**src/rtl/latch_interval_sequencer_pkg.sv**
```systemverilog
// rtl/latch_interval_sequencer_pkg.sv - shared state encoding and timestamp width
package latch_interval_sequencer_pkg;

    localparam int LIS_WIDTH = 40;

    typedef enum logic [2:0] {
        ST_IDLE,
        ST_ARM1,
        ST_ARM2,
        ST_CALC,
        ST_PRESENT,
        ST_RELEASE
    } lis_state_t;

endpackage

```
**src/rtl/latch_interval_sequencer_sync2.sv**
```systemverilog
// rtl/latch_interval_sequencer_sync2.sv - generic two-flop synchronizer
module latch_interval_sequencer_sync2 (
    input  logic clk_i,
    input  logic rst_i,
    input  logic d_i,
    output logic q_o
);

    logic meta_q;
    logic sync_q;

    always_ff @(posedge clk_i) begin
        if (rst_i) begin
            meta_q <= 1'b0;
            sync_q <= 1'b0;
        end else begin
            meta_q <= d_i;
            sync_q <= meta_q;
        end
    end

    assign q_o = sync_q;

endmodule

```
**src/rtl/latch_interval_sequencer.sv**
```systemverilog
// rtl/latch_interval_sequencer.sv - captures two latched timestamps and presents their modular interval
module latch_interval_sequencer
    import latch_interval_sequencer_pkg::*;
#(
    parameter int                    pWIDTH     = LIS_WIDTH,
    parameter int                    pTIMEOUT_W = 24,
    parameter logic [pTIMEOUT_W-1:0] pTIMEOUT   = 24'hFFFFFF
) (
    input  logic              iCLK,
    input  logic              iRST,
    input  logic              iRdy1,
    input  logic [31:0]       i1COUNTER,
    input  logic [7:0]        i1COUNTERHi,
    input  logic              iRdy2,
    input  logic [31:0]       i2COUNTER,
    input  logic [7:0]        i2COUNTERHi,
    input  logic              iAck,
    input  logic              iClrErr,
    output logic              oResetLatch1,
    output logic              oResetLatch2,
    output logic [pWIDTH-1:0] oDelta,
    output logic              oOrder,
    output logic              oValid,
    output logic              oBusy,
    output logic              oTimeout
);

    localparam logic [pTIMEOUT_W-1:0] TO_LAST = pTIMEOUT - 1'b1;

    logic              rdy1_s;
    logic              rdy2_s;
    logic [pWIDTH-1:0] ts1;
    logic [pWIDTH-1:0] ts2;

    lis_state_t              state_q;
    logic [pWIDTH-1:0]       t1_q;
    logic [pWIDTH-1:0]       t2_q;
    logic [pWIDTH-1:0]       delta_q;
    logic [pWIDTH-1:0]       delta_d;
    logic [pTIMEOUT_W-1:0]   cnt_q;
    logic                    order_q;
    logic                    valid_q;
    logic                    busy_q;
    logic                    timeout_q;
    logic                    rst_latch_q;

    latch_interval_sequencer_sync2 u_sync_rdy1 (
        .clk_i (iCLK),
        .rst_i (iRST),
        .d_i   (iRdy1),
        .q_o   (rdy1_s)
    );

    latch_interval_sequencer_sync2 u_sync_rdy2 (
        .clk_i (iCLK),
        .rst_i (iRST),
        .d_i   (iRdy2),
        .q_o   (rdy2_s)
    );

    // The counter holds its buses static once rdy is up, so no resync is needed.
    assign ts1 = {i1COUNTERHi, i1COUNTER};
    assign ts2 = {i2COUNTERHi, i2COUNTER};

    assign delta_d = order_q ? (t1_q - t2_q) : (t2_q - t1_q);

    always_ff @(posedge iCLK) begin
        if (iRST) begin
            state_q     <= ST_IDLE;
            t1_q        <= '0;
            t2_q        <= '0;
            delta_q     <= '0;
            cnt_q       <= '0;
            order_q     <= 1'b0;
            valid_q     <= 1'b0;
            busy_q      <= 1'b0;
            timeout_q   <= 1'b0;
            rst_latch_q <= 1'b0;
        end else begin
            // A timeout set below overrides this clear in the same cycle.
            if (iClrErr) begin
                timeout_q <= 1'b0;
            end
            case (state_q)
                ST_IDLE: begin
                    cnt_q <= '0;
                    if (rdy1_s && rdy2_s) begin
                        t1_q    <= ts1;
                        t2_q    <= ts2;
                        order_q <= 1'b0;
                        busy_q  <= 1'b1;
                        state_q <= ST_CALC;
                    end else if (rdy1_s) begin
                        t1_q    <= ts1;
                        order_q <= 1'b0;
                        busy_q  <= 1'b1;
                        state_q <= ST_ARM2;
                    end else if (rdy2_s) begin
                        t2_q    <= ts2;
                        order_q <= 1'b1;
                        busy_q  <= 1'b1;
                        state_q <= ST_ARM1;
                    end
                end
                ST_ARM1, ST_ARM2: begin
                    if (state_q == ST_ARM2 && rdy2_s) begin
                        t2_q    <= ts2;
                        state_q <= ST_CALC;
                    end else if (state_q == ST_ARM1 && rdy1_s) begin
                        t1_q    <= ts1;
                        state_q <= ST_CALC;
                    end else if (cnt_q == TO_LAST) begin
                        timeout_q   <= 1'b1;
                        rst_latch_q <= 1'b1;
                        state_q     <= ST_RELEASE;
                    end else begin
                        cnt_q <= cnt_q + 1'b1;
                    end
                end
                ST_CALC: begin
                    delta_q <= delta_d;
                    valid_q <= 1'b1;
                    state_q <= ST_PRESENT;
                end
                ST_PRESENT: begin
                    if (iAck) begin
                        valid_q     <= 1'b0;
                        rst_latch_q <= 1'b1;
                        state_q     <= ST_RELEASE;
                    end
                end
                ST_RELEASE: begin
                    if (!rdy1_s && !rdy2_s) begin
                        rst_latch_q <= 1'b0;
                        busy_q      <= 1'b0;
                        state_q     <= ST_IDLE;
                    end
                end
                default: begin
                    state_q <= ST_IDLE;
                end
            endcase
        end
    end

    assign oResetLatch1 = rst_latch_q;
    assign oResetLatch2 = rst_latch_q;
    assign oDelta       = delta_q;
    assign oOrder       = order_q;
    assign oValid       = valid_q;
    assign oBusy        = busy_q;
    assign oTimeout     = timeout_q;

endmodule

```
**config.mk**
```make
export PLATFORM = sky130hd
export DESIGN_NAME = latch_interval_sequencer
export DESIGN_NICKNAME = d
export VERILOG_FILES = /design/src/rtl/latch_interval_sequencer_pkg.sv /design/src/rtl/latch_interval_sequencer_sync2.sv /design/src/rtl/latch_interval_sequencer.sv
export SDC_FILE = /design/constraint.sdc
export NUM_CORES = 1
export LEC_CHECK = 0
export CORE_MARGIN = 4
export CORE_UTILIZATION = 40
export CTS_BUF_LIST = sky130_fd_sc_hd__clkbuf_8 sky130_fd_sc_hd__clkbuf_16
export CTS_CLUSTER_DIAMETER = 80
export DETAILED_ROUTE_END_ITERATION = 6
export SYNTH_ARGS = -nofsm -noshare
export SYNTH_HDL_FRONTEND = slang
export SYNTH_SLANG_ARGS = --single-unit
```
**constraint.sdc**
```tcl
create_clock -name iCLK -period 7.65 [get_ports iCLK]
set_input_delay 1.53 -clock iCLK [delete_from_list [all_inputs] [get_ports iCLK]]
set_output_delay 1.53 -clock iCLK [all_outputs]
set_load 0.02 [all_outputs]
```
=== Word-level counts from Yosys, hierarchy flattened ===
Index checks and enable logic that the tools add are counted.

* Bits in registers: 156
* Bits in latches: 0
* RAM bits: 0
* ROM bits: 0
* Input port bits: 86
* Word-level logic and storage cells: 100
* Memories: 0

* Add/sub/neg operators: 3
* Multipliers: 0
* Div/mod/pow operators: 0
* Order comparisons: 0
* Eq/ne operators: 19
* Shift-type cells: 0
* Muxes and demuxes: 43
* Bitwise gates (word level): 0
* Reductions and logical operators: 21

{| class="wikitable"
|+ Operators by type and width
! kind !! count
|-
| 2-to-1 mux 40 bit || 9
|-
| one-hot mux 40 bit (2 select lines) || 2
|-
| subtractor 40 bit || 2
|-
| 2-to-1 mux 24 bit || 3
|-
| one-hot mux 24 bit (2 select lines) || 1
|-
| adder 24 x 1 -> 24 bit, second input constant || 1
|-
| equality test 24 bit, second input constant || 1
|-
| 2-to-1 mux 3 bit || 8
|-
| 2-to-1 mux 1 bit || 16
|-
| inequality test 2 bit, second input constant || 8
|-
| AND reduction 4 bit || 4
|-
| one-hot mux 3 bit (5 select lines) || 1
|-
| equality test 3 x 2 -> 1 bit, second input constant || 2
|-
| equality test 3 bit, second input constant || 2
|-
| inequality test 3 x 2 -> 1 bit, second input constant || 2
|-
| AND reduction 6 bit || 1
|-
| nonzero test 2 bit || 3
|-
| nonzero test 3 bit || 2
|-
| logical AND 1 bit || 4
|-
| inequality test 4 x 2 -> 1 bit, second input constant || 1
|-
| inequality test 4 bit, second input constant || 1
|-
| one-hot mux 1 bit (2 select lines) || 2
|-
| AND reduction 2 bit || 2
|-
| equality test 3 x 1 -> 1 bit, second input constant || 1
|-
| other kinds (6) || 7
|}

=== Longest topological paths before layout ===
* Word-level depth: 5
* Depth in mapped cells: 12

=== Hierarchy ===
A second synthesis with hierarchy kept.

* Cell total of the unflattened synthesis: 1423
* Area total of the unflattened synthesis: 10485.1 µm²

{| class="wikitable"
|+ By module, submodules not included
! module !! instances !! cells an instance !! area each (µm²)
|-
| latch_interval_sequencer || 1 || 1415 || 10380.0
|-
| latch_interval_sequencer_sync2 || 2 || 4 || 52.6
|}

=== Worst setup path before layout ===
OpenSTA, ideal clock, no wires.

* Path kind: input to register
* Start point: in iRST
* End point: reg delta_q[2], in the netlist oDelta[2]
* Setup time: 138 ps
* Data arrival time: 2396 ps
* Required time: 7512 ps
* Slack: 5117 ps
* Stages: 4
* Cells stage by stage: clkbuf_1 clkbuf_1 buf_1 a211oi_1

{| class="wikitable"
|+ RTL lines
! element !! line !! text
|-
| from (decl) || latch_interval_sequencer.sv:10 || <nowiki>input logic iRST,</nowiki>
|-
| to (signal assigned) || latch_interval_sequencer.sv:121 || <nowiki>delta_q <= delta_d;</nowiki>
|-
| to (decl) || latch_interval_sequencer.sv:38 || <nowiki>logic [pWIDTH-1:0] delta_q;</nowiki>
|}

No word-level cell between the ends.

=== Worst setup path in the final report ===
* Start point: reg order_q, in the netlist oOrder
* End point: out oOrder

{| class="wikitable"
|+ RTL lines
! element !! line !! text
|-
| from (decl) || latch_interval_sequencer.sv:41 || <nowiki>logic order_q;</nowiki>
|-
| from (signal assigned) || latch_interval_sequencer.sv:74 || <nowiki>order_q <= 1'b0;</nowiki>
|-
| from (signal assigned) || latch_interval_sequencer.sv:90 || <nowiki>order_q <= 1'b0;</nowiki>
|-
| from (signal assigned) || latch_interval_sequencer.sv:95 || <nowiki>order_q <= 1'b0;</nowiki>
|-
| to (decl) || latch_interval_sequencer.sv:22 || <nowiki>output logic oOrder,</nowiki>
|}

No word-level cell between the ends.

==> impl_summary.md <==
Detailed routing
The routed layout has 10764 vias. The number of routed nets with antenna violations is 0. The initial DRC count is 884. The number of remaining DRC errors is 0. The number of vias per cell is 5.67. The total detailed-routing wirelength is 34800 um. After detailed routing, the average wire length per cell comes to 18.3 um.

The first TritonRoute pass finished after 6 iterations.

Critical path
The category of the most critical setup path is reg -> out. In this run the worst setup path begins at oOrder. The capture point of the worst reg-to-reg path is oDelta[39]. The slack of the worst reg-to-reg path is 4.34 ns. The arrival time of the worst setup path is 1.96 ns. The worst setup path is captured at a primary output. The startpoint identified for the worst register-to-register timing path is t1_q[6]. The data required time of the critical path is 6.12 ns. In this run the worst setup path terminates at oOrder. STA classifies the critical path startpoint as a flop. The number of cells on the worst reg-to-reg path is 10.

The worst-path maximum fanout is 49.

Timing
For the final routed database, the setup TNS stands at 0 ns. In this run the tightest slew margin relative to its limit is 19.7%. The number of max-slew violations in the final report is 0. The final setup violation count is 0. Setup repair after global routing left no endpoint under its margin. The achievable frequency is 287 MHz. At the pin with the least slew margin, the transition time is 1.20 ns. The final worst clock skew is 0.0167 ns.

Dividing the final minimum period by the clock period gives 45.6%. The number of hold violations in the final report came to 0. The post-layout minimum cycle time is 3.49 ns.

Yosys
The synthesized netlist net count is 1658. The mean instance size in the synthesized netlist is 7.29 um2. The leading register cell type out of synthesis is dfxtp_1. The synthesized netlist occupies a cell area of 0.0109 mm2. During synthesis, Yosys emitted a total of 0 warnings.

The gate count of the mapped netlist is 1490. The portion of the post-synthesis area used by sequential elements is 28.7%. The synthesis-stage register bit count is 156. The proportion of synthesized flip-flops having asynchronous set or reset is 0%. The number of synthesized flops with an enable pin is 0. The netlist uses 77 different library cells.

Power
The sequential share of power is 28.4%. Internal power comes to 0.00187 W. The power density of the placed cells is 252 mW/mm2. The static leakage is 4.99 nW. In this run switching power makes up 41.8% of total power. For this design the total switching power over the nets is 0.00134 W. The maximum vdd ir drop is 0.149 mV.

Of the total power, combinational logic draws 44.1%. Overall power consumption after layout is estimated at 0.00322 W. The clock network accounts for 27.5% of the total power.

Layout
The number of antenna cells inserted is 0. The top cell types in the final layout, fill and taps aside, are nand2_1 (245), a21oi_1 (191), dfxtp_1 (155), clkdlybuf4s50_1 (130), inv_1 (107). Leaving out fill and tap cells, the most frequent cell in the layout is nand2_1.

The final layout net count is 1713. From synthesis to final layout, the design area changed by 17.6%. The final instance area is 0.0128 mm2. The utilization after layout is 47.6%. Of the cells placed in the final design, the portion with a size suffix greater than 1 is 4.05%. The final instance count without filler cells is 1898.

Global route
The maximum number of pins on one net before global-route repair is 79. The all-layer global routing usage is 22.5%. The first global-routing pass estimated 55100 um of wire. The number of global-route vias before repair is 10099. Global routing finished with a remaining overflow of 0.

The initial antenna violation count is 0.

Placement
The number of port buffers is 131. Summed over all nets, the half-perimeter wirelength after detailed placement is 26200 um. The number of placed instances, taps included, is 1867. The post-detailed-placement cell area is 0.0122 mm2.

The final estimated routing congestion in global placement is 0.948.

Floorplanning
The floorplan has 60 rows. The effective utilization at floorplan is 40.4%. The I/O pin count is 132.

The total area inside the core boundary comes to 0.0269 mm2. The floorplan die area is 0.0299 mm2. The die outline width is 173 um. The die is 173 um tall.

Job
The tool flagged a number of max-cap violations equal to 0.

Clock network
The worst-skew pair later-pin latency is 0.44 ns. The post-CTS setup buffer count is 0. The quantity of gates resized following cts is 0. The clock buffer count from CTS is 17. The hold-fix buffer count after cts is 0. Clock-pin slew was measured on the worst setup and hold paths at 0.07 ns. The clock tree root buffer cell is clkbuf_16. The TritonCTS clock tree is built.

The number of H-tree levels is 4. The deepest clock path buffer count is 2. The tree built by TritonCTS fans out to 156 sinks.

Worst hold path
The type of the tightest min-delay check is reg -> reg.

Status
The run finished with clean final reports.
==> flip-flops by register name (all words and copies together), names as in the netlist, 3 cells and up <==
name / flops
oDelta: 40
t1_q: 40
t2_q: 40
cnt_q: 24
state_q: 3
==> kinds of logic (layout without fill, tap and decap cells) <==
kind of cell	Yosys count	count (layout)	synth area share (%)
flops	156	156	28.7
compound gates	457	457	26.5
simple gates	527	527	22.0
buf+inv	208	275	8.12
xor+xnor	44	44	3.55
fa+ha+maj	82	82	9.58
mux	16	16	1.50
==> layer usage <==
layer | track usage, % | part of all wire (%) | up-vias
li1 | - | - | 5304
met1 | 31.5 | 47 | 5074
met2 | 36.7 | 45 | 344
met3 | 3.54 | 5.8 | 42
met4 | 4.76 | 1.6 | 0
met5 | 0 | 0 | -
==> metrics by stage <==
step                setup WS [ns]  hold WS, ns
global placement             3.95        0.418
global route                 4.07        0.461
floorplan                    5.12        0.414
finish                       4.16        0.442
CTS                          4.12        0.439
detailed placement           3.96        0.422
==> cell type report <==
cell class | count | area, um2
clock buffers | 19 | 453
inverters | 106 | 398
fillers | 2784 | 14100
multi-input cells | 1126 | 6880
well taps | 341 | 427
flip-flops and latches | 156 | 3120
repair buffers | 138 | 1360
clock inverters | 12 | 139
==> critical path: stages, from the launching register on <==
cell and delay [ns]:
dfxtp_2 0.31, buf_4 0.47, clkdlybuf4s50_1 0.73
==> synthesized netlist by cell type, types with 3 or more instances <==
master | n | area share, %
a211oi_1 | 37 | 2.6
a21o_1 | 30 | 2.1
a21o_2 | 3 | 0.24
a21oi_1 | 191 | 8.8
a221oi_1 | 5 | 0.40
a311o_1 | 3 | 0.28
a311oi_1 | 5 | 0.40
a31oi_1 | 14 | 0.81
a32oi_1 | 5 | 0.40
and2_1 | 7 | 0.40
and3_1 | 13 | 0.75
and4_1 | 9 | 0.73
buf_1 | 6 | 0.21
buf_2 | 20 | 0.92
buf_4 | 13 | 0.90
buf_6 | 3 | 0.31
clkbuf_1 | 56 | 1.9
clkbuf_2 | 4 | 0.18
dfxtp_1 | 156 | 29
ha_1 | 80 | 9.2
inv_1 | 106 | 3.7
mux2i_1 | 14 | 1.3
nand2_1 | 245 | 8.5
nand2b_1 | 9 | 0.52
nand3_1 | 33 | 1.5
nand4_1 | 26 | 1.5
nor2_1 | 105 | 3.6
nor2b_1 | 13 | 0.75
nor3_1 | 23 | 1.1
nor4_1 | 7 | 0.40
o2111ai_1 | 4 | 0.32
o211ai_1 | 15 | 1.0
o21a_1 | 11 | 0.76
o21ai_0 | 62 | 2.9
o21ai_1 | 4 | 0.18
o21bai_1 | 21 | 1.5
o22ai_1 | 4 | 0.23
o31ai_1 | 8 | 0.55
or2_2 | 6 | 0.35
or3_1 | 20 | 1.2
xnor2_1 | 16 | 1.3
xor2_1 | 28 | 2.3
==> power groups by stage <==
stage	logic, W	registers (W)	clock network, W
3_5_place_dp	0.00138	0.000932	0
4_1_cts	0.00139	0.000914	0.000896
3_3_place_gp	0.00138	0.000931	0
6_report	0.00142	0.000914	0.000883
2_1_floorplan	0.000959	0.000924	0
5_1_grt	0.00154	0.000922	0.000927
==> worst min-delay path by stage <==
stage	start	endpoint	slack [ns]	cells past startpoint
CTS	u_sync_rdy1.meta_q	u_sync_rdy1.q_o	0.44	1
finish	u_sync_rdy1.meta_q	u_sync_rdy1.q_o	0.44	1
global placement	u_sync_rdy2.meta_q	u_sync_rdy2.q_o	0.42	1
global route	u_sync_rdy1.meta_q	u_sync_rdy1.q_o	0.46	1
floorplan	u_sync_rdy1.meta_q	u_sync_rdy1.q_o	0.41	1
detailed placement	u_sync_rdy1.meta_q	u_sync_rdy1.q_o	0.42	1
(Power assumes the default switching activity.)
